`src/rtl/osd_uart16550_pkg.sv`:
```
// Shared constants for the 16550-style UART register file on the NASTI-lite bus:
// register offsets, LSR/IER/FCR bit positions, IIR codes and the fixed MSR value.
package osd_uart16550_pkg;

  localparam logic [2:0] ADDR_RBR = 3'd0;
  localparam logic [2:0] ADDR_IER = 3'd1;
  localparam logic [2:0] ADDR_IIR = 3'd2;
  localparam logic [2:0] ADDR_LCR = 3'd3;
  localparam logic [2:0] ADDR_MCR = 3'd4;
  localparam logic [2:0] ADDR_LSR = 3'd5;
  localparam logic [2:0] ADDR_MSR = 3'd6;
  localparam logic [2:0] ADDR_SCR = 3'd7;

  localparam int LSR_DR       = 0;
  localparam int LSR_THRE     = 5;
  localparam int LSR_TEMT     = 6;
  localparam int LCR_DLAB     = 7;
  localparam int IER_RDA      = 0;
  localparam int IER_THRE     = 1;
  localparam int FCR_RX_FLUSH = 1;
  localparam int FCR_TX_FLUSH = 2;

  localparam logic [7:0] IIR_RDA     = 8'h04;
  localparam logic [7:0] IIR_THRE    = 8'h02;
  localparam logic [7:0] IIR_NONE    = 8'h01;
  localparam logic [7:0] MSR_DEFAULT = 8'hB0;

  typedef enum logic {
    WR_IDLE,
    WR_RESP
  } wr_state_e;

endpackage

```
`src/rtl/osd_uart_byte_fifo.sv`:
```
// Byte FIFO with one extra pointer bit so full and empty are distinguishable.
// A pop frees a slot in the same cycle, so push+pop on a full FIFO is accepted.
// Flush empties the FIFO and takes priority over a concurrent push.
module osd_uart_byte_fifo #(
  parameter int DEPTH = 16
) (
  input  logic                       clk,
  input  logic                       rst_n,
  input  logic                       push,
  input  logic [7:0]                 push_data,
  input  logic                       pop,
  input  logic                       flush,
  output logic [7:0]                 head,
  output logic                       full,
  output logic                       empty,
  output logic [$clog2(DEPTH):0]     count
);

  localparam int AW = $clog2(DEPTH);

  logic [7:0]  mem [DEPTH];
  logic [AW:0] wr_ptr;
  logic [AW:0] rd_ptr;
  logic        do_push;
  logic        do_pop;

  assign empty   = (wr_ptr == rd_ptr);
  assign full    = (wr_ptr[AW] != rd_ptr[AW]) && (wr_ptr[AW-1:0] == rd_ptr[AW-1:0]);
  assign count   = wr_ptr - rd_ptr;
  assign head    = mem[rd_ptr[AW-1:0]];
  assign do_pop  = pop && !empty;
  assign do_push = push && (!full || do_pop);

  // Pointer update: flush resets both pointers, otherwise advance on push/pop.
  always_ff @(posedge clk or negedge rst_n) begin
    if (!rst_n) begin
      wr_ptr <= '0;
      rd_ptr <= '0;
    end else if (flush) begin
      wr_ptr <= '0;
      rd_ptr <= '0;
    end else begin
      if (do_push) wr_ptr <= wr_ptr + 1'b1;
      if (do_pop)  rd_ptr <= rd_ptr + 1'b1;
    end
  end

  // Storage array; contents need no reset because the pointers gate visibility.
  always_ff @(posedge clk) begin
    if (do_push && !flush) mem[wr_ptr[AW-1:0]] <= push_data;
  end

endmodule

```
`src/rtl/osd_uart16550_nasti_slave.sv`:
```
// 16550-compatible register file answering on the 8-bit NASTI-lite bus.
// THR writes feed the TX FIFO toward the debug transport; transport bytes land
// in the RX FIFO and are read through RBR. Divisor latches are storage only.
module osd_uart16550_nasti_slave
  import osd_uart16550_pkg::*;
#(
  parameter int TX_DEPTH = 16,
  parameter int RX_DEPTH = 16
) (
  input  logic       clk,
  input  logic       rst_n,
  input  logic [2:0] aw_addr,
  input  logic       aw_valid,
  output logic       aw_ready,
  input  logic [7:0] w_data,
  input  logic       w_valid,
  output logic       w_ready,
  output logic [1:0] b_resp,
  output logic       b_valid,
  input  logic       b_ready,
  input  logic [2:0] ar_addr,
  input  logic       ar_valid,
  output logic       ar_ready,
  output logic [7:0] r_data,
  output logic [1:0] r_resp,
  output logic       r_valid,
  input  logic       r_ready,
  output logic [7:0] tx_data,
  output logic       tx_valid,
  input  logic       tx_ready,
  input  logic [7:0] rx_data,
  input  logic       rx_valid,
  output logic       rx_ready,
  output logic       irq
);

  wr_state_e wr_state, wr_next;

  logic [7:0] ier, lcr, mcr, scr, dll, dlm;
  logic       thre_ack;
  logic       dlab, thr_target, wr_fire, rd_fire;
  logic       tx_push, tx_pop, tx_flush, tx_full, tx_empty;
  logic       rx_push, rx_pop, rx_flush, rx_full, rx_empty;
  logic [7:0] tx_head, rx_head;
  logic [$clog2(TX_DEPTH):0] tx_count;
  logic [$clog2(RX_DEPTH):0] rx_count;
  logic       dr, thre, temt;
  logic [7:0] lsr, iir, rd_mux;

  assign dlab       = lcr[LCR_DLAB];
  assign thr_target = (aw_addr == ADDR_RBR) && !dlab;
  assign wr_fire    = aw_valid && w_valid && (wr_state == WR_IDLE) && !(thr_target && tx_full);
  assign aw_ready   = wr_fire;
  assign w_ready    = wr_fire;
  assign b_resp     = 2'b00;
  assign r_resp     = 2'b00;

  assign ar_ready = !r_valid;
  assign rd_fire  = ar_valid && ar_ready;

  assign tx_push  = wr_fire && thr_target;
  assign tx_flush = wr_fire && (aw_addr == ADDR_IIR) && w_data[FCR_TX_FLUSH];
  assign rx_flush = wr_fire && (aw_addr == ADDR_IIR) && w_data[FCR_RX_FLUSH];
  assign tx_valid = !tx_empty;
  assign tx_data  = tx_head;
  assign tx_pop   = tx_valid && tx_ready;
  assign rx_ready = !rx_full;
  assign rx_push  = rx_valid && rx_ready;
  assign rx_pop   = rd_fire && (ar_addr == ADDR_RBR) && !dlab && !rx_empty;

  assign dr   = (rx_count != '0);
  assign thre = (tx_count == '0);
  assign temt = thre && !tx_valid;

  osd_uart_byte_fifo #(.DEPTH(TX_DEPTH)) u_tx_fifo (
    .clk(clk), .rst_n(rst_n), .push(tx_push), .push_data(w_data), .pop(tx_pop),
    .flush(tx_flush), .head(tx_head), .full(tx_full), .empty(tx_empty), .count(tx_count)
  );

  osd_uart_byte_fifo #(.DEPTH(RX_DEPTH)) u_rx_fifo (
    .clk(clk), .rst_n(rst_n), .push(rx_push), .push_data(rx_data), .pop(rx_pop),
    .flush(rx_flush), .head(rx_head), .full(rx_full), .empty(rx_empty), .count(rx_count)
  );

  // Status and interrupt identification derived from FIFO levels and IER.
  always_comb begin
    lsr = 8'h00;
    lsr[LSR_DR]   = dr;
    lsr[LSR_THRE] = thre;
    lsr[LSR_TEMT] = temt;
    iir = IIR_NONE;
    if (ier[IER_RDA] && dr)                     iir = IIR_RDA;
    else if (ier[IER_THRE] && thre && !thre_ack) iir = IIR_THRE;
  end

  assign irq = !iir[0];

  // Read data selection; always reflects state before any same-cycle write.
  always_comb begin
    rd_mux = 8'h00;
    case (ar_addr)
      ADDR_RBR: rd_mux = dlab ? dll : (rx_empty ? 8'h00 : rx_head);
      ADDR_IER: rd_mux = dlab ? dlm : ier;
      ADDR_IIR: rd_mux = iir;
      ADDR_LCR: rd_mux = lcr;
      ADDR_MCR: rd_mux = mcr;
      ADDR_LSR: rd_mux = lsr;
      ADDR_MSR: rd_mux = MSR_DEFAULT;
      ADDR_SCR: rd_mux = scr;
      default:  rd_mux = 8'h00;
    endcase
  end

  // Write-response state register.
  always_ff @(posedge clk or negedge rst_n) begin
    if (!rst_n) wr_state <= WR_IDLE;
    else        wr_state <= wr_next;
  end

  // Write-response next state: one write outstanding until b_ready.
  always_comb begin
    wr_next = wr_state;
    b_valid = 1'b0;
    case (wr_state)
      WR_IDLE: if (wr_fire) wr_next = WR_RESP;
      WR_RESP: begin
        b_valid = 1'b1;
        if (b_ready) wr_next = WR_IDLE;
      end
      default: wr_next = WR_IDLE;
    endcase
  end

  // Register file writes for the accepted write beat.
  always_ff @(posedge clk or negedge rst_n) begin
    if (!rst_n) begin
      ier <= 8'h00; lcr <= 8'h00; mcr <= 8'h00;
      scr <= 8'h00; dll <= 8'h00; dlm <= 8'h00;
    end else if (wr_fire) begin
      case (aw_addr)
        ADDR_RBR: if (dlab) dll <= w_data;
        ADDR_IER: if (dlab) dlm <= w_data; else ier <= w_data;
        ADDR_LCR: lcr <= w_data;
        ADDR_MCR: mcr <= w_data;
        ADDR_SCR: scr <= w_data;
        default:  ;
      endcase
    end
  end

  // THRE interrupt acknowledge: set by reading IIR=THRE, cleared by a new THR write.
  always_ff @(posedge clk or negedge rst_n) begin
    if (!rst_n)                                                  thre_ack <= 1'b0;
    else if (tx_push)                                            thre_ack <= 1'b0;
    else if (rd_fire && (ar_addr == ADDR_IIR) && (iir == IIR_THRE)) thre_ack <= 1'b1;
  end

  // Registered read response held until the master takes it.
  always_ff @(posedge clk or negedge rst_n) begin
    if (!rst_n) begin
      r_valid <= 1'b0;
      r_data  <= 8'h00;
    end else if (rd_fire) begin
      r_valid <= 1'b1;
      r_data  <= rd_mux;
    end else if (r_ready) begin
      r_valid <= 1'b0;
    end
  end

endmodule

```
`config.mk`:
```
export PLATFORM = sky130hd
export DESIGN_NAME = osd_uart16550_nasti_slave
export DESIGN_NICKNAME = d
export VERILOG_FILES = /design/src/rtl/osd_uart16550_pkg.sv /design/src/rtl/osd_uart_byte_fifo.sv /design/src/rtl/osd_uart16550_nasti_slave.sv
export SDC_FILE = /design/constraint.sdc
export NUM_CORES = 1
export LEC_CHECK = 0
export ABC_AREA = 1
export BUFFER_PORTS_ARGS = -buffer_cell sky130_fd_sc_hd__buf_2
export CAP_MARGIN = 0
export CELL_PAD_IN_SITES_DETAIL_PLACEMENT = 1
export CELL_PAD_IN_SITES_GLOBAL_PLACEMENT = 1
export CORE_ASPECT_RATIO = 2
export CORE_MARGIN = 5
export CORE_UTILIZATION = 31
export CTS_CLUSTER_DIAMETER = 60
export DETAILED_ROUTE_END_ITERATION = 16
export PLACE_DENSITY_LB_ADDON = 0.1
export SETUP_SLACK_MARGIN = 0.02
export SLEW_MARGIN = 20
export SYNTH_ARGS = -nofsm -noshare
export SYNTH_HDL_FRONTEND = slang
export SYNTH_SLANG_ARGS = --single-unit
```
`constraint.sdc`:
```
create_clock -name clk -period 5.5 [get_ports clk]
set_input_delay 0.825 -clock clk [delete_from_list [all_inputs] [get_ports clk]]
set_output_delay 0.825 -clock clk [all_outputs]
set_load 0.02 [all_outputs]
```
==> impl_summary.md, run 1 <==
Timing
The count of endpoints failing hold in the final timing report is 0. For the finished layout, the period the worst path requires is about 3900 ps. At the pin with the least slew margin, the transition time is between 900 and 1000 ps. The worst clock skew is 18.6 ps. The max-slew violation count came to 0. Setup repair after global routing left no endpoint under its margin. Based on the critical path, the design can be clocked at up to about 260 MHz. Hold timing on the final database bottoms out at a slack of 320 ps.

The worst path uses 71.2% of the clock period. In this run the tightest slew margin relative to its limit is 37.2%. Setup violations remaining at the end of the flow were counted as 0. After layout, the worst setup slack is 1590 ps.

The accumulated negative setup slack is 0 ps.

GRT
The aggregate global routing overflow is 0. The first-pass GRT wire length is roughly 67,000 µm. The initial antenna violation count is 2. The via count of the first global-routing pass is 10,900. The maximum number of pins on one net before global-route repair is between 60 and 70. Global routing used 16.8% of the available tracks.

Clock network
Clock-pin slew was measured on the worst setup and hold paths at 70 ps. The number of buffers inserted by hold repair at cts is 0. The clock tree from TritonCTS is built. The clock root buffer is sky130_fd_sc_hd__clkbuf_16. The clock reaches the later pin of the worst-skew pair after 530 ps. No sink is reached through more buffers than the 3 on the longest clock path.

TritonCTS created 36 clock buffers. The total setup buffers inserted after CTS is 0. The clock drives 335 sinks. The post-cts resize count is 0. The H-tree was split into 2 levels.

Worst setup path
The critical path depth is 11. The dominant cell type by count on the critical path is sky130_fd_sc_hd__nand2_1. The worst setup path is launched from a flop. The endpoint kind of the worst setup timing path is a primary output. The number of buffers and inverters on the critical path is 3. The beginning of the worst register-to-register path is u_tx_fifo.rd_ptr[1]$_DFFE_PN0P_. Measured in cells, the most critical reg-to-reg path has a length of 11. On the worst path, the slowest cell contributes a delay of 720 ps. At the worst endpoint, the required time is 4680 ps. The capture instance of the worst register-to-register path is u_tx_fifo.mem[11][0]$_DFFE_PP_. The critical path is of the reg2out type. The slack of the worst reg-to-reg path is 1880 ps. The data arrival time of the worst path is 3090 ps. Walking the worst path, the cells encountered are buf_4 -> inv_1 -> ha_1 -> nand3_1 -> nand2_1 -> nand2_1 -> nand3_1 -> nor2_1 -> nand2_1 -> nand2_1 -> buf_2. In this run the worst path has a maximum fanout of 36.

For this design, the slowest cell found on the critical path is sky130_fd_sc_hd__inv_1. The cell type group with the largest total delay on the critical path is buffers and inverters.

Flow run
The max-capacitance violation count is 0.

Placed design
Before CTS, the worst setup slack after placement is 1800 ps. In this run, placement finished with an instance count of 2,021. Summed over all nets, the half-perimeter wirelength after detailed placement is about 29,000 µm. At the end of routability-driven placement, the weighted congestion stood at between 0.8 and 0.9. The cell area reported after detailed placement is 0.0156 mm². During placement, the flow inserted port buffers numbering 54.

Drt
The routed length per placed instance is 21.0 µm. The detail route stage leaves a number of antenna-violating nets equal to 0. The detailed-route via count is between 10,000 and 15,000. The count of routing violations after the opening detailed-route iteration is 573. The final routed wirelength across all metal layers is 43,800 µm. The via-per-instance ratio is 4.88. For this run, the detailed router's first-pass iteration total came to 5. The remaining design rule violation count is 0.

Synthesis
The synthesized instance count is 1,384. The post-synthesis cell type count is 48. The mapped netlist covers roughly 0.015 mm².

The post-synthesis sequential element count is around 340. After synthesis, flip-flops and latches occupy 65.6% of the total area. The flip-flop cell with the highest count after synthesis is sky130_fd_sc_hd__edfxtp_1.

The count of flip-flops with a built-in enable after synthesis is 256. The proportion of register bits with asynchronous set or reset after synthesis is around a quarter. The mean post-synth cell area is roughly 11 µm².

The total of warnings raised by yosys is 0.

Die
The floorplan has between 100 and 150 rows. The die covers around 0.052 mm². The x dimension of the die is approximately 160 µm. The core region is 0.0472 mm². The die height is 318 µm. The starting density of the core is 31.2%.

The count of pins on the block boundary is 59.

Finish
The post-route cell area is 0.0167 mm². The post-route non-filler standard cell count is 2,084. Cells fill 35.4% of the core in the end. Cells with a size suffix above 1 make up 11.4% of the layout. The total inserted antenna cells is 0. The number of filler cells placed in the layout is 5,322. The layout net count is 1,477. Compared with the post-synthesis result, the final layout area differs by 13.6%.

Min path
The class of the tightest hold or removal check is in2async.

Power
The maximum ir drop on the vdd rail is ~0.22 mV. Overall power consumption after layout is estimated at 8.04 mW. Summed over all cells, the static leakage comes to 6.48 nW. The power density over cell area is 480 mW/mm².

Status
The run finished with clean final reports.
cell type report:
cell class / instances / area [µm²] / share of cell area (%)
sequential: 335 / 9670 / 57.8
clock buffer: 46 / 1030 / 6.15
timing repair buffer: 66 / 363 / 2.17
inverter: 102 / 393 / 2.35
tap: 632 / 791 / 4.72
multi-input combinational: 886 / 4370 / 26.1
clock inverter: 17 / 126 / 0.755
cell usage in the layout (no fill, tap or decap), types with 2 or more instances in the layout:
| master | netlist | final |
|---|---|---|
| sky130_fd_sc_hd__conb_1 | 1 | 4 |
| sky130_fd_sc_hd__clkinv_4 | 0 | 2 |
| sky130_fd_sc_hd__ha_1 | 18 | 18 |
| sky130_fd_sc_hd__nor3_2 | 3 | 2 |
| sky130_fd_sc_hd__xor2_1 | 6 | 6 |
| sky130_fd_sc_hd__nand3_1 | 76 | 76 |
| sky130_fd_sc_hd__clkbuf_1 | 35 | 2 |
| sky130_fd_sc_hd__o22ai_1 | 26 | 26 |
| sky130_fd_sc_hd__clkinvlp_4 | 0 | 3 |
| sky130_fd_sc_hd__nor2_1 | 196 | 196 |
| sky130_fd_sc_hd__clkinv_2 | 0 | 4 |
| sky130_fd_sc_hd__nand2_1 | 279 | 279 |
| sky130_fd_sc_hd__o221ai_1 | 14 | 14 |
| sky130_fd_sc_hd__nand4_4 | 2 | 2 |
| sky130_fd_sc_hd__nand2_2 | 5 | 5 |
| sky130_fd_sc_hd__nand4_1 | 4 | 4 |
| sky130_fd_sc_hd__buf_4 | 6 | 13 |
| sky130_fd_sc_hd__dfrtp_1 | 79 | 77 |
| sky130_fd_sc_hd__inv_1 | 95 | 93 |
| sky130_fd_sc_hd__o21ai_2 | 16 | 16 |
| sky130_fd_sc_hd__inv_6 | 0 | 2 |
| sky130_fd_sc_hd__a221oi_1 | 3 | 3 |
| sky130_fd_sc_hd__inv_2 | 4 | 4 |
| sky130_fd_sc_hd__clkbuf_8 | 0 | 7 |
| sky130_fd_sc_hd__nand3b_1 | 2 | 2 |
| sky130_fd_sc_hd__o21ai_0 | 134 | 134 |
| sky130_fd_sc_hd__o21ai_1 | 20 | 20 |
| sky130_fd_sc_hd__dfrtp_2 | 0 | 2 |
| sky130_fd_sc_hd__nor3_1 | 9 | 9 |
| sky130_fd_sc_hd__o211ai_1 | 11 | 11 |
| sky130_fd_sc_hd__nand2_4 | 2 | 2 |
| sky130_fd_sc_hd__xnor2_1 | 2 | 2 |
| sky130_fd_sc_hd__edfxtp_1 | 256 | 256 |
| sky130_fd_sc_hd__clkbuf_16 | 0 | 37 |
| sky130_fd_sc_hd__nand3_4 | 4 | 4 |
| sky130_fd_sc_hd__clkinv_1 | 1 | 8 |
| sky130_fd_sc_hd__buf_2 | 18 | 53 |
| sky130_fd_sc_hd__a21oi_1 | 36 | 36 |
flip-flops by register name, indices dropped and copies added (netlist names):
signal,count
dll,8
dlm,8
ier,8
lcr,8
mcr,8
r_data,8
r_valid,1
scr,8
thre_ack,1
u_rx_fifo.mem,128
u_rx_fifo.rd_ptr,5
u_rx_fifo.wr_ptr,5
u_tx_fifo.mem,128
u_tx_fifo.rd_ptr,5
u_tx_fifo.wr_ptr,5
wr_state,1
worst max path at each step:
stage                                          startpoint                        endpoint  slack (ps)
final                     u_tx_fifo.rd_ptr[1]$_DFFE_PN0P_                             irq        1590
after global routing      u_tx_fifo.rd_ptr[1]$_DFFE_PN0P_                             irq        1290
after CTS                 u_tx_fifo.rd_ptr[1]$_DFFE_PN0P_                             irq        1490
after detailed placement  u_tx_fifo.rd_ptr[1]$_DFFE_PN0P_  u_rx_fifo.mem[10][6]$_DFFE_PP_        1800
after global placement    u_tx_fifo.rd_ptr[1]$_DFFE_PN0P_  u_rx_fifo.mem[13][2]$_DFFE_PP_        1910
after floorplan           u_rx_fifo.rd_ptr[2]$_DFFE_PN0P_  u_rx_fifo.mem[12][0]$_DFFE_PP_        2750
worst reg2reg max path: cells and delay by family, from the launching register on:
| family | cells | cell delay [ps] |
|---|---|---|
| AND/OR/NAND/NOR | 7 | 1540 |
| buffers and inverters | 3 | 890 |
| adder cells (fa/ha/maj) | 1 | 510 |
| flip-flops | 1 | 320 |
cell families after synthesis:
group | count (synthesis) | synth area share [%]
compound gates | 267 | 10.5
xor+xnor | 8 | 0.476
fa+ha+maj | 19 | 1.66
buf+inv | 166 | 4.86
flops | 335 | 65.6
other cells | 1 | 0.0255
simple gates | 588 | 16.9
Yosys cell counts, types with 3 or more instances:
library cell / n / share of area [%]
sky130_fd_sc_hd__nor3_2: 3 / 0.20
sky130_fd_sc_hd__dfrtp_1: 79 / 13
sky130_fd_sc_hd__edfxtp_1: 256 / 52
sky130_fd_sc_hd__nor3_1: 9 / 0.31
sky130_fd_sc_hd__nand3_1: 76 / 2.6
sky130_fd_sc_hd__nand4_1: 4 / 0.17
sky130_fd_sc_hd__o22ai_1: 26 / 1.1
sky130_fd_sc_hd__buf_2: 18 / 0.61
sky130_fd_sc_hd__o21ai_2: 16 / 0.95
sky130_fd_sc_hd__inv_1: 95 / 2.4
sky130_fd_sc_hd__o221ai_1: 14 / 0.83
sky130_fd_sc_hd__nand2_1: 279 / 7.1
sky130_fd_sc_hd__clkbuf_1: 35 / 0.89
sky130_fd_sc_hd__ha_1: 18 / 1.5
sky130_fd_sc_hd__buf_6: 5 / 0.38
sky130_fd_sc_hd__buf_4: 6 / 0.31
sky130_fd_sc_hd__nor2_1: 196 / 5.0
sky130_fd_sc_hd__nand2_2: 5 / 0.21
sky130_fd_sc_hd__xor2_1: 6 / 0.36
sky130_fd_sc_hd__inv_2: 4 / 0.10
sky130_fd_sc_hd__o211ai_1: 11 / 0.56
sky130_fd_sc_hd__a21oi_1: 36 / 1.2
sky130_fd_sc_hd__o21ai_1: 20 / 0.68
sky130_fd_sc_hd__a221oi_1: 3 / 0.18
sky130_fd_sc_hd__o21ai_0: 134 / 4.6
sky130_fd_sc_hd__nand3_4: 4 / 0.48
routing by layer:
| layer | share of wire [%] | wire length, µm | GRT usage [%] |
|---|---|---|---|
| met1 | 47 | 20700 | 24.2 |
| met5 | 0 | 0 | 0 |
| met3 | 3.4 | 1470 | 1.99 |
| met4 | 2.2 | 967 | 4.42 |
| met2 | 47 | 20700 | 27.0 |
where the power goes:
part	leakage (nW)	internal, mW	switching, mW
clock network	0.564	1.37	1.02
registers	3.32	2.98	0.184
logic	2.60	0.711	1.76
Note: power is estimated with default switching activity, not from simulation.
==> run 2, diff against run 1 <==
Settings changed: ABC_AREA 1 to 0.
Clock period 5.5 ns to 3.14 ns, I/O delays scaled along.
==> impl_summary.md, run 2 <==
Status
The run finished with clean final reports.

Synthesis
The synthesized instance count is 818 (-41%). The library cell with the highest instance count after synthesis is sky130_fd_sc_hd__edfxtp_1. The post-synthesis cell type count is 57 (+19%). The mean post-synth cell area is 17.2 µm² (+62%). The post-synthesis sequential element count is 335 (unchanged). The proportion of register bits with asynchronous set or reset after synthesis was 23.6% (unchanged). The total of warnings raised by yosys was 0 (unchanged).

The count of flip-flops with a built-in enable after synthesis is 256 (unchanged). The commonest cells after synthesis are 256 x sky130_fd_sc_hd__edfxtp_1, 79 x sky130_fd_sc_hd__dfrtp_1, 66 x sky130_fd_sc_hd__mux4_2, 50 x sky130_fd_sc_hd__mux2_2, 50 x sky130_fd_sc_hd__nor2_1. After synthesis, the cell types taking the most area are sky130_fd_sc_hd__edfxtp_1 55%, sky130_fd_sc_hd__dfrtp_1 14%, sky130_fd_sc_hd__mux4_2 11%. The synthesized design spends more area on one cell type than any other, namely sky130_fd_sc_hd__edfxtp_1. The share of the yosys chip area belonging to registers is 68.5% (+2.9 points). The flip-flop cell with the highest count after synthesis is sky130_fd_sc_hd__edfxtp_1.

The cell area after synthesis was 0.0141 mm² (-4.3%). The portion of synthesized cell area occupied by the leading cell type was 54.5% (+2.3 points).

Die
The die height came to 312 µm (-2.1%). The die area was 0.0501 mm² (-4.1%). The starting density of the core was 31.3% (+0.14 points).

The number of standard-cell rows in the floorplan is 110 (-2.7%). The x dimension of the die is 161 µm (-2.0%). The count of pins on the block boundary is 59 (unchanged). The area of the core is 0.0450 mm² (-4.7%).

Power
The power density over cell area is 831 mW/mm² (+73%). The maximum ir drop on the vdd rail was 0.458 mV (+110%). The static leakage came to 5.96 nW (-8.1%). The total power of the final layout came to 13.8 mW (+71%).

Worst setup path
The startpoint type of the worst setup path is a flop. The critical path required time was 2670 ps (-2010 ps). The endpoint kind of the worst setup timing path is a primary output.

The critical path class is reg2out. The number of cells on the worst reg-to-reg path came to 8 (-3). The slack of the worst reg-to-reg path is 360 ps (-1520 ps).

The data arrival time of the worst path was 2610 ps (-480 ps). The capture instance of the worst register-to-register path is u_tx_fifo.mem[6][4]$_DFFE_PP_. The worst register-to-register path begins at u_tx_fifo.wr_ptr[2]$_DFFE_PN0P_.

The largest driver fanout on the critical path was 4 (-89%).

Clock network
The source-to-sink clock delay at the later pin of the worst-skew pair is 530 ps (about the same). The clock root buffer is sky130_fd_sc_hd__clkbuf_16. The CTS clock-pin slew for the worst setup and hold paths is 60 ps (about the same). TritonCTS built the clock tree. The number of buffers added by the clock tree synthesis step was 35 (-2.8%). The number of buffers inserted by hold repair at cts was 0 (unchanged).

The maximum buffer depth of the clock tree was 3 (unchanged). The clock sink count is 335 (unchanged). The number of levels in the clock H-tree was 2 (unchanged).

Placed design
The worst slack at placement is 118 ps (-1690 ps). The global placer's final weighted congestion was 0.767 (-6.0%). The port buffer count is 54 (unchanged).

The detailed-placement wirelength estimate was 28,100 µm (-4.2%).

GRT
The total routing resource utilization after global routing is 15.7% (-1.2 points). The maximum number of pins on one net before global-route repair was 56 (-19%). The aggregate global routing overflow is 0 (unchanged).

The via count of the first global-routing pass is 8,845 (-19%). The initial antenna violation count is 2 (unchanged). The first-pass GRT wire length is 58,600 µm (-13%).

Finish
Leaving out fill and tap cells, the most frequent cell in the layout is sky130_fd_sc_hd__edfxtp_1. The share of post-route cells with drive strength above 1 is 32.0% (+21 points). The area growth from synthesis to layout is 17.5%. The top cell types in the final layout, fill and taps aside, are 256 x sky130_fd_sc_hd__edfxtp_1, 73 x sky130_fd_sc_hd__dfrtp_1, 66 x sky130_fd_sc_hd__mux4_2, 55 x sky130_fd_sc_hd__buf_4, 52 x sky130_fd_sc_hd__buf_2. The layout net count came to 976 (-34%).

Drt
The via-per-instance ratio is 4.99 (+2.2%). The routed length per placed instance is 25.5 µm (+21%). The final routed wirelength across all metal layers was 38,600 µm (-12%). The length of the first detailed-routing pass in iterations is 6 (+1).

The detailed-route via count is 7,546 (-26%). The count of routing violations after the opening detailed-route iteration was 263 (-54%). The remaining number of nets flagged by the antenna check after routing is 0 (unchanged). The remaining design rule violation count is 0 (unchanged).

Timing
The clock period minus worst slack is 3080 ps. Setup repair after global routing could not meet its margin everywhere. The total setup violations reported at the end of the flow is 0 (unchanged). The count of endpoints failing hold in the final timing report is 0 (unchanged).

Derived from the worst setup path, the maximum achievable clock frequency is 325 MHz. The actual transition at the worst max-transition pin is 763 ps (-178 ps). The worst slew margin relative to its limit is 49.1% (+12 points). The max-slew violation count was 0 (unchanged). The accumulated negative setup slack was 0 ps (unchanged). The final clock period utilization by the worst path is 98.1%. The worst setup slack after layout was 60.7 ps (-1530 ps). The worst clock skew came to 17.9 ps (-0.643 ps).

Flow run
The max-capacitance violation count is 0 (unchanged).

Min path
The path class of the tightest hold or removal check is in2async.
## run 2: changes by cell type after synthesis, sizes merged, moves of 13 or more
cell	change
a21oi	-16
and2	+19
clkbuf	-13
inv	-88
mux2	+50
mux4	+74
nand2	-237
nand3	-75
nor2	-148
o21ai	-159
o221ai	-13
o22ai	-26
## run 2: routing by layer
layer	part of all wire, %	up-vias	track usage, %
li1	-	3410	-
met1	33	3967	15.3
met2	61	105	32.5
met3	2.3	60	1.94
met4	3.6	4	5.82
met5	0.065	-	0
## run 2: critical path, stage by stage (launching register included)
cell and delay (ps):
sky130_fd_sc_hd__dfrtp_2 440, sky130_fd_sc_hd__ha_4 180, sky130_fd_sc_hd__fa_2 340, sky130_fd_sc_hd__buf_4 140, sky130_fd_sc_hd__xor2_1 140, sky130_fd_sc_hd__nand3_1 100, sky130_fd_sc_hd__nor3_2 240, sky130_fd_sc_hd__nand3b_1 210
sky130_fd_sc_hd__nand2b_2 170, sky130_fd_sc_hd__buf_6 130
## run 2: how the worst max path moves through the flow
| stage | end | slack (ps) | from |
|---|---|---|---|
| floorplan | u_rx_fifo.mem[15][0]$_DFFE_PP_ | 190 | u_rx_fifo.rd_ptr[1]$_DFFE_PN0P_ |
| global placement | irq | 150 | u_tx_fifo.wr_ptr[0]$_DFFE_PN0P_ |
| detailed placement | irq | 120 | u_tx_fifo.wr_ptr[0]$_DFFE_PN0P_ |
| CTS | tx_data[4] | -50 | u_tx_fifo.rd_ptr[0]$_DFFE_PN0P_ |
| global route | irq | -50 | u_tx_fifo.rd_ptr[0]$_DFFE_PN0P_ |
| finish | irq | 60 | u_tx_fifo.rd_ptr[0]$_DFFE_PN0P_ |
## run 2: logic make-up (layout without fill, tap and decap cells)
| logic type | count (synthesis) | in the layout | synth area share, % |
|---|---|---|---|
| AO/OA/AOI/OAI | 67 | 67 | 3.16 |
| buffers and inverters | 55 | 186 | 1.85 |
| AND/OR/NAND/NOR | 187 | 187 | 6.71 |
| multiplexers | 135 | 135 | 16.8 |
| adder cells (fa/ha/maj) | 19 | 19 | 1.74 |
| flip-flops | 335 | 335 | 68.5 |
| XOR/XNOR | 19 | 19 | 1.18 |
| other | 1 | 5 | 0.0266 |
## run 2: cell type report
cell class,instances,area (µm²)
Tap cell,560,701
Inverter,14,55.1
Timing Repair Buffer,109,704
Fill cell,4519,28400
Sequential cell,335,9670
Multi-Input combinational cell,431,4300
Clock inverter,15,166
Antenna cell,1,2.50
Clock buffer,48,967
## run 2: repair_timing
item | in CTS | in global routing
pin swaps | 4 | 5
cloned | 0 | 0
setup endpoints to repair | 9 | 6
buffers inserted | 2 | 0
resized for setup | 18 | 10
## run 2: report_power, final
group | internal (mW) | switching, mW
clock | 2.43 | 1.74
sequential | 5.22 | 0.241
combinational | 1.84 | 2.31
## run 2: per-stage QoR
| step | instance area (µm²) | hold slack, ps | instances | utilization, % |
|---|---|---|---|---|
| 2_1_floorplan | 14100 | 175 | 821 | - |
| 3_3_place_gp | 15300 | 483 | 1447 | 34.0 |
| 3_5_place_dp | 15300 | 491 | 1447 | 34.0 |
| 4_1_cts | 16500 | 42.3 | 1512 | 36.7 |
| 5_1_grt | 16600 | 65.9 | 1512 | 36.8 |
| 6_report | 16600 | 10.3 | 1513 | 36.8 |
==> run 3, diff against run 2 <==
Settings changed: SYNTH_HIERARCHICAL set to 1.
==> impl_summary.md, run 3 <==
Status
The flow ran to the end, and the final reports show no timing, DRC or antenna violations.

Finish
The layout net count is 1,041 (+6.7%). The number of filler cells placed in the layout is 4,662 (+3.2%). The share of post-route cells with drive strength above 1 is 34.0% (+2.0 points). The total inserted antenna cells is 0 (-1). The commonest non-fill, non-tap cell in the layout is sky130_fd_sc_hd__edfxtp_1.

The area added between synthesis and finish is 19.6%. The top cell types in the final layout, fill and taps aside, are 256 x sky130_fd_sc_hd__edfxtp_1, 76 x sky130_fd_sc_hd__dfrtp_1, 74 x sky130_fd_sc_hd__buf_4, 56 x sky130_fd_sc_hd__mux4_2, 52 x sky130_fd_sc_hd__buf_2.

Worst setup path
In this design, the largest share of critical-path delay is due to adder cells. STA classifies the critical path endpoint as a primary output. The signal on the critical path passes through inv_2 -> ha_4 -> fa_2 -> inv_2 -> a21o_1 -> a21oi_2 -> xnor2_1 -> or4_4 -> o21ai_4 -> nand2_2 -> buf_6. The number of buffers and inverters on the critical path is 3 (+1). The delay of the slowest critical-path stage is 440 ps (about the same). The data arrival time of the worst path was 2670 ps (+60 ps). The critical path required time is 2670 ps (about the same).

The dominant cell type by count on the critical path is sky130_fd_sc_hd__inv_2. The critical path is of the reg2out type. The slowest library cell on the worst path is sky130_fd_sc_hd__or4_4. The largest driver fanout on the critical path is 4 (unchanged).

The startpoint type of the worst setup path is a flop.

Clock network
The maximum buffer depth of the clock tree is 3 (unchanged). The cell sitting at the root of the clock tree is a sky130_fd_sc_hd__clkbuf_16. The number of levels in the clock H-tree came to 2 (unchanged). The clock tree from TritonCTS is built.

The CTS clock-pin slew for the worst setup and hold paths is 70 ps (about the same). The number of buffers added by the clock tree synthesis step is 35 (unchanged). The source-to-sink clock delay at the later pin of the worst-skew pair is 530 ps (about the same).

The clock sink count came to 335 (unchanged).

GRT
The total routing resource utilization after global routing is 15.7% (-0.026 points). The aggregate global routing overflow is 0 (unchanged). The first-pass GRT wire length came to 58,700 µm (+0.32%). The maximum number of pins on one net before global-route repair is 80 (+43%).

The via count of the first global-routing pass is 8,986 (+1.6%). The initial antenna violation count is 0 (-2).

Power
The net switching component of the power was 4.66 mW (+8.8%). The power density over cell area is 829 mW/mm² (-0.32%). The static leakage came to 6.18 nW (+3.7%). The combinational power share came to 32.8% (+2.7 points). The maximum ir drop on the vdd rail came to 0.451 mV (-1.5%).

The internal portion of total power is 9.56 mW (+0.78%). The total power of the final layout is 14.2 mW (+3.3%). The portion of total power attributed to sequential cells came to 38.5% (-1.2 points).

The switching share of power came to 32.8% (+1.7 points). The share of power burned in the clock network is 28.8% (-1.4 points).

Synthesis
The post-synthesis cell type count is 64 (+12%). sky130_fd_sc_hd__edfxtp_1 takes more of the synthesized area than any other cell. The library cell with the highest instance count after synthesis is sky130_fd_sc_hd__edfxtp_1. The count of flip-flops with a built-in enable after synthesis was 256 (unchanged).

The post-synthesis sequential element count came to 335 (unchanged). Sorting the synthesized cells by area gives the leading types as sky130_fd_sc_hd__edfxtp_1 54%, sky130_fd_sc_hd__dfrtp_1 14%, sky130_fd_sc_hd__mux4_2 8.8%. The proportion of register bits with asynchronous set or reset after synthesis is 23.6% (unchanged). The cell area after synthesis is 0.0143 mm² (+1.7%). The portion of synthesized cell area occupied by the leading cell type came to 53.6% (-0.94 points).

Among all flip-flop cells after synthesis, the most frequent one is sky130_fd_sc_hd__edfxtp_1. The total of warnings raised by yosys is 6 (+6). Counting instances in the post-synthesis netlist gives the leading cell types as 256 x sky130_fd_sc_hd__edfxtp_1, 79 x sky130_fd_sc_hd__dfrtp_1, 56 x sky130_fd_sc_hd__mux4_2, 48 x sky130_fd_sc_hd__mux2_2, 42 x sky130_fd_sc_hd__nor2_1. The share of the yosys chip area belonging to registers is 67.4% (-1.2 points). The synthesized instance count is 863 (+5.5%).

The mean post-synth cell area came to 16.6 µm² (-3.6%).

Die
The count of pins on the block boundary is 59 (unchanged). The die height is 314 µm (+0.84%). The die area is 0.0510 mm² (+1.7%). The area of the core is 0.0458 mm² (+1.8%).

The x dimension of the die is 162 µm (+0.82%). The starting density of the core is 31.3% (about the same). The number of standard-cell rows in the floorplan was 111 (+0.91%).

Drt
The via-per-instance ratio came to 4.99 (about the same). The length of the first detailed-routing pass in iterations is 4 (-2). The detailed-route via count is 7,880 (+4.4%). The remaining number of nets flagged by the antenna check after routing came to 0 (unchanged). The count of routing violations after the opening detailed-route iteration came to 229 (-13%).

The remaining design rule violation count was 0 (unchanged). The routed length per placed instance is 24.9 µm (-2.4%). The final routed wirelength across all metal layers is 39,300 µm (+1.9%).

Placed design
The global placer's final weighted congestion is 0.754 (-1.6%). The port buffer count came to 54 (unchanged). The detailed-placement wirelength estimate is 29,100 µm (+3.7%).

Timing
The final clock period utilization by the worst path is 100% (+1.9 points). The worst slew margin relative to its limit is 41.8% (-7.4 points). The max-slew violation count came to 0 (unchanged). The count of endpoints failing hold in the final timing report is 0 (unchanged).

The actual transition at the worst max-transition pin is 870 ps (+107 ps). Setup repair after global routing could not meet its margin everywhere. The worst clock skew was 9.88 ps (-8.07 ps).

The clock period minus worst slack is 3140 ps (+59.6 ps). The total setup violations reported at the end of the flow was 0 (unchanged). The accumulated negative setup slack is 0 ps (unchanged). The fmax is 319 MHz (-1.9%).

Flow run
The max-capacitance violation count is 0 (unchanged).

Min path
The min-delay analysis places its worst path in the category in2reg.
-- run 3: cell count changes after synthesis, moves of 14 or more --
cell | before | now
sky130_fd_sc_hd__a22oi_1 | 1 | 17
sky130_fd_sc_hd__and2_1 | 19 | 5
sky130_fd_sc_hd__inv_1 | 11 | 25
sky130_fd_sc_hd__o21ai_0 | 10 | 30
sky130_fd_sc_hd__nand2_1 | 49 | 29
sky130_fd_sc_hd__mux2i_1 | 11 | 39
-- run 3: timing repair --
item / 4_1_cts / 5_1_grt
endpoints found under the hold margin: 38 / 0
pin swaps: 4 / 3
hold buffers: 1 / 0
buffers inserted: 7 / 1
resized for setup: 15 / 5
setup endpoints to repair: 2 / 2
-- run 3: per-layer routing --
layer  routed length [µm]  track usage (%)  part of all wire, %
met1                12200             14.2                   31
met2                25200             34.2                   64
met3                  792             1.74                  2.0
met4                 1150             4.96                  2.9
met5                    0                0                    0
-- run 3: cells by family after synthesis --
family	Yosys count	synth area share (%)
xor+xnor	20	1.33
simple gates	162	6.16
fa+ha+maj	20	1.85
flops	335	67.4
compound gates	110	5.31
other cells	1	0.0261
mux	143	15.3
buf+inv	72	2.69
-- run 3: worst paths after layout --
check / cells past startpoint / startpoint / slack (ps) / to
setup / recovery: 11 / u_rx_fifo/wr_ptr[0]$_DFFE_PN0P_ / 1 / irq
hold / removal: 2 / r_ready / 120 / r_valid$_DFFE_PN0P_
max in group asynchronous: 3 / rst_n / 2210 / dlm[3]$_DFFE_PN0P_
min in group asynchronous: 3 / rst_n / 490 / u_rx_fifo/rd_ptr[4]$_DFFE_PN0P_
setup reg to reg: 9 / u_tx_fifo/rd_ptr[2]$_DFFE_PN0P_ / 380 / u_tx_fifo/mem[0][3]$_DFFE_PP_
hold reg to reg: 1 / wr_state$_DFF_PN0_ / 490 / wr_state$_DFF_PN0_
-- run 3: power groups by stage --
stage          logic (mW)  clock network, mW  registers, mW
2_1_floorplan        3.14                  0           5.51
3_3_place_gp         4.57                  0           5.55
3_5_place_dp         4.60                  0           5.57
4_1_cts              4.77               4.24           5.47
5_1_grt              5.11               4.42           5.52
6_report             4.66               4.09           5.47
-- run 3: cell type report --
type                    instances  area [µm²]  area share, %
flip-flops and latches        335        9670           56.3
multi-input cells             459        4640           27.0
repair buffers                133         936           5.45
clock buffers                  43         916           5.34
well taps                     565         707           4.12
clock inverters                19         201           1.17
inverters                      26        97.6          0.569
-- run 3: metrics by stage --
step	area [µm²]	hold slack, ps	util (%)	worst slack [ps]	instances
2_1_floorplan	14600	175	-	-168	866
3_3_place_gp	15900	477	34.7	296	1509
3_5_place_dp	15900	482	34.7	259	1509
4_1_cts	17100	101	37.4	-50.1	1579
5_1_grt	17200	130	37.5	-148	1580
6_report	17200	122	37.5	1.11	1580
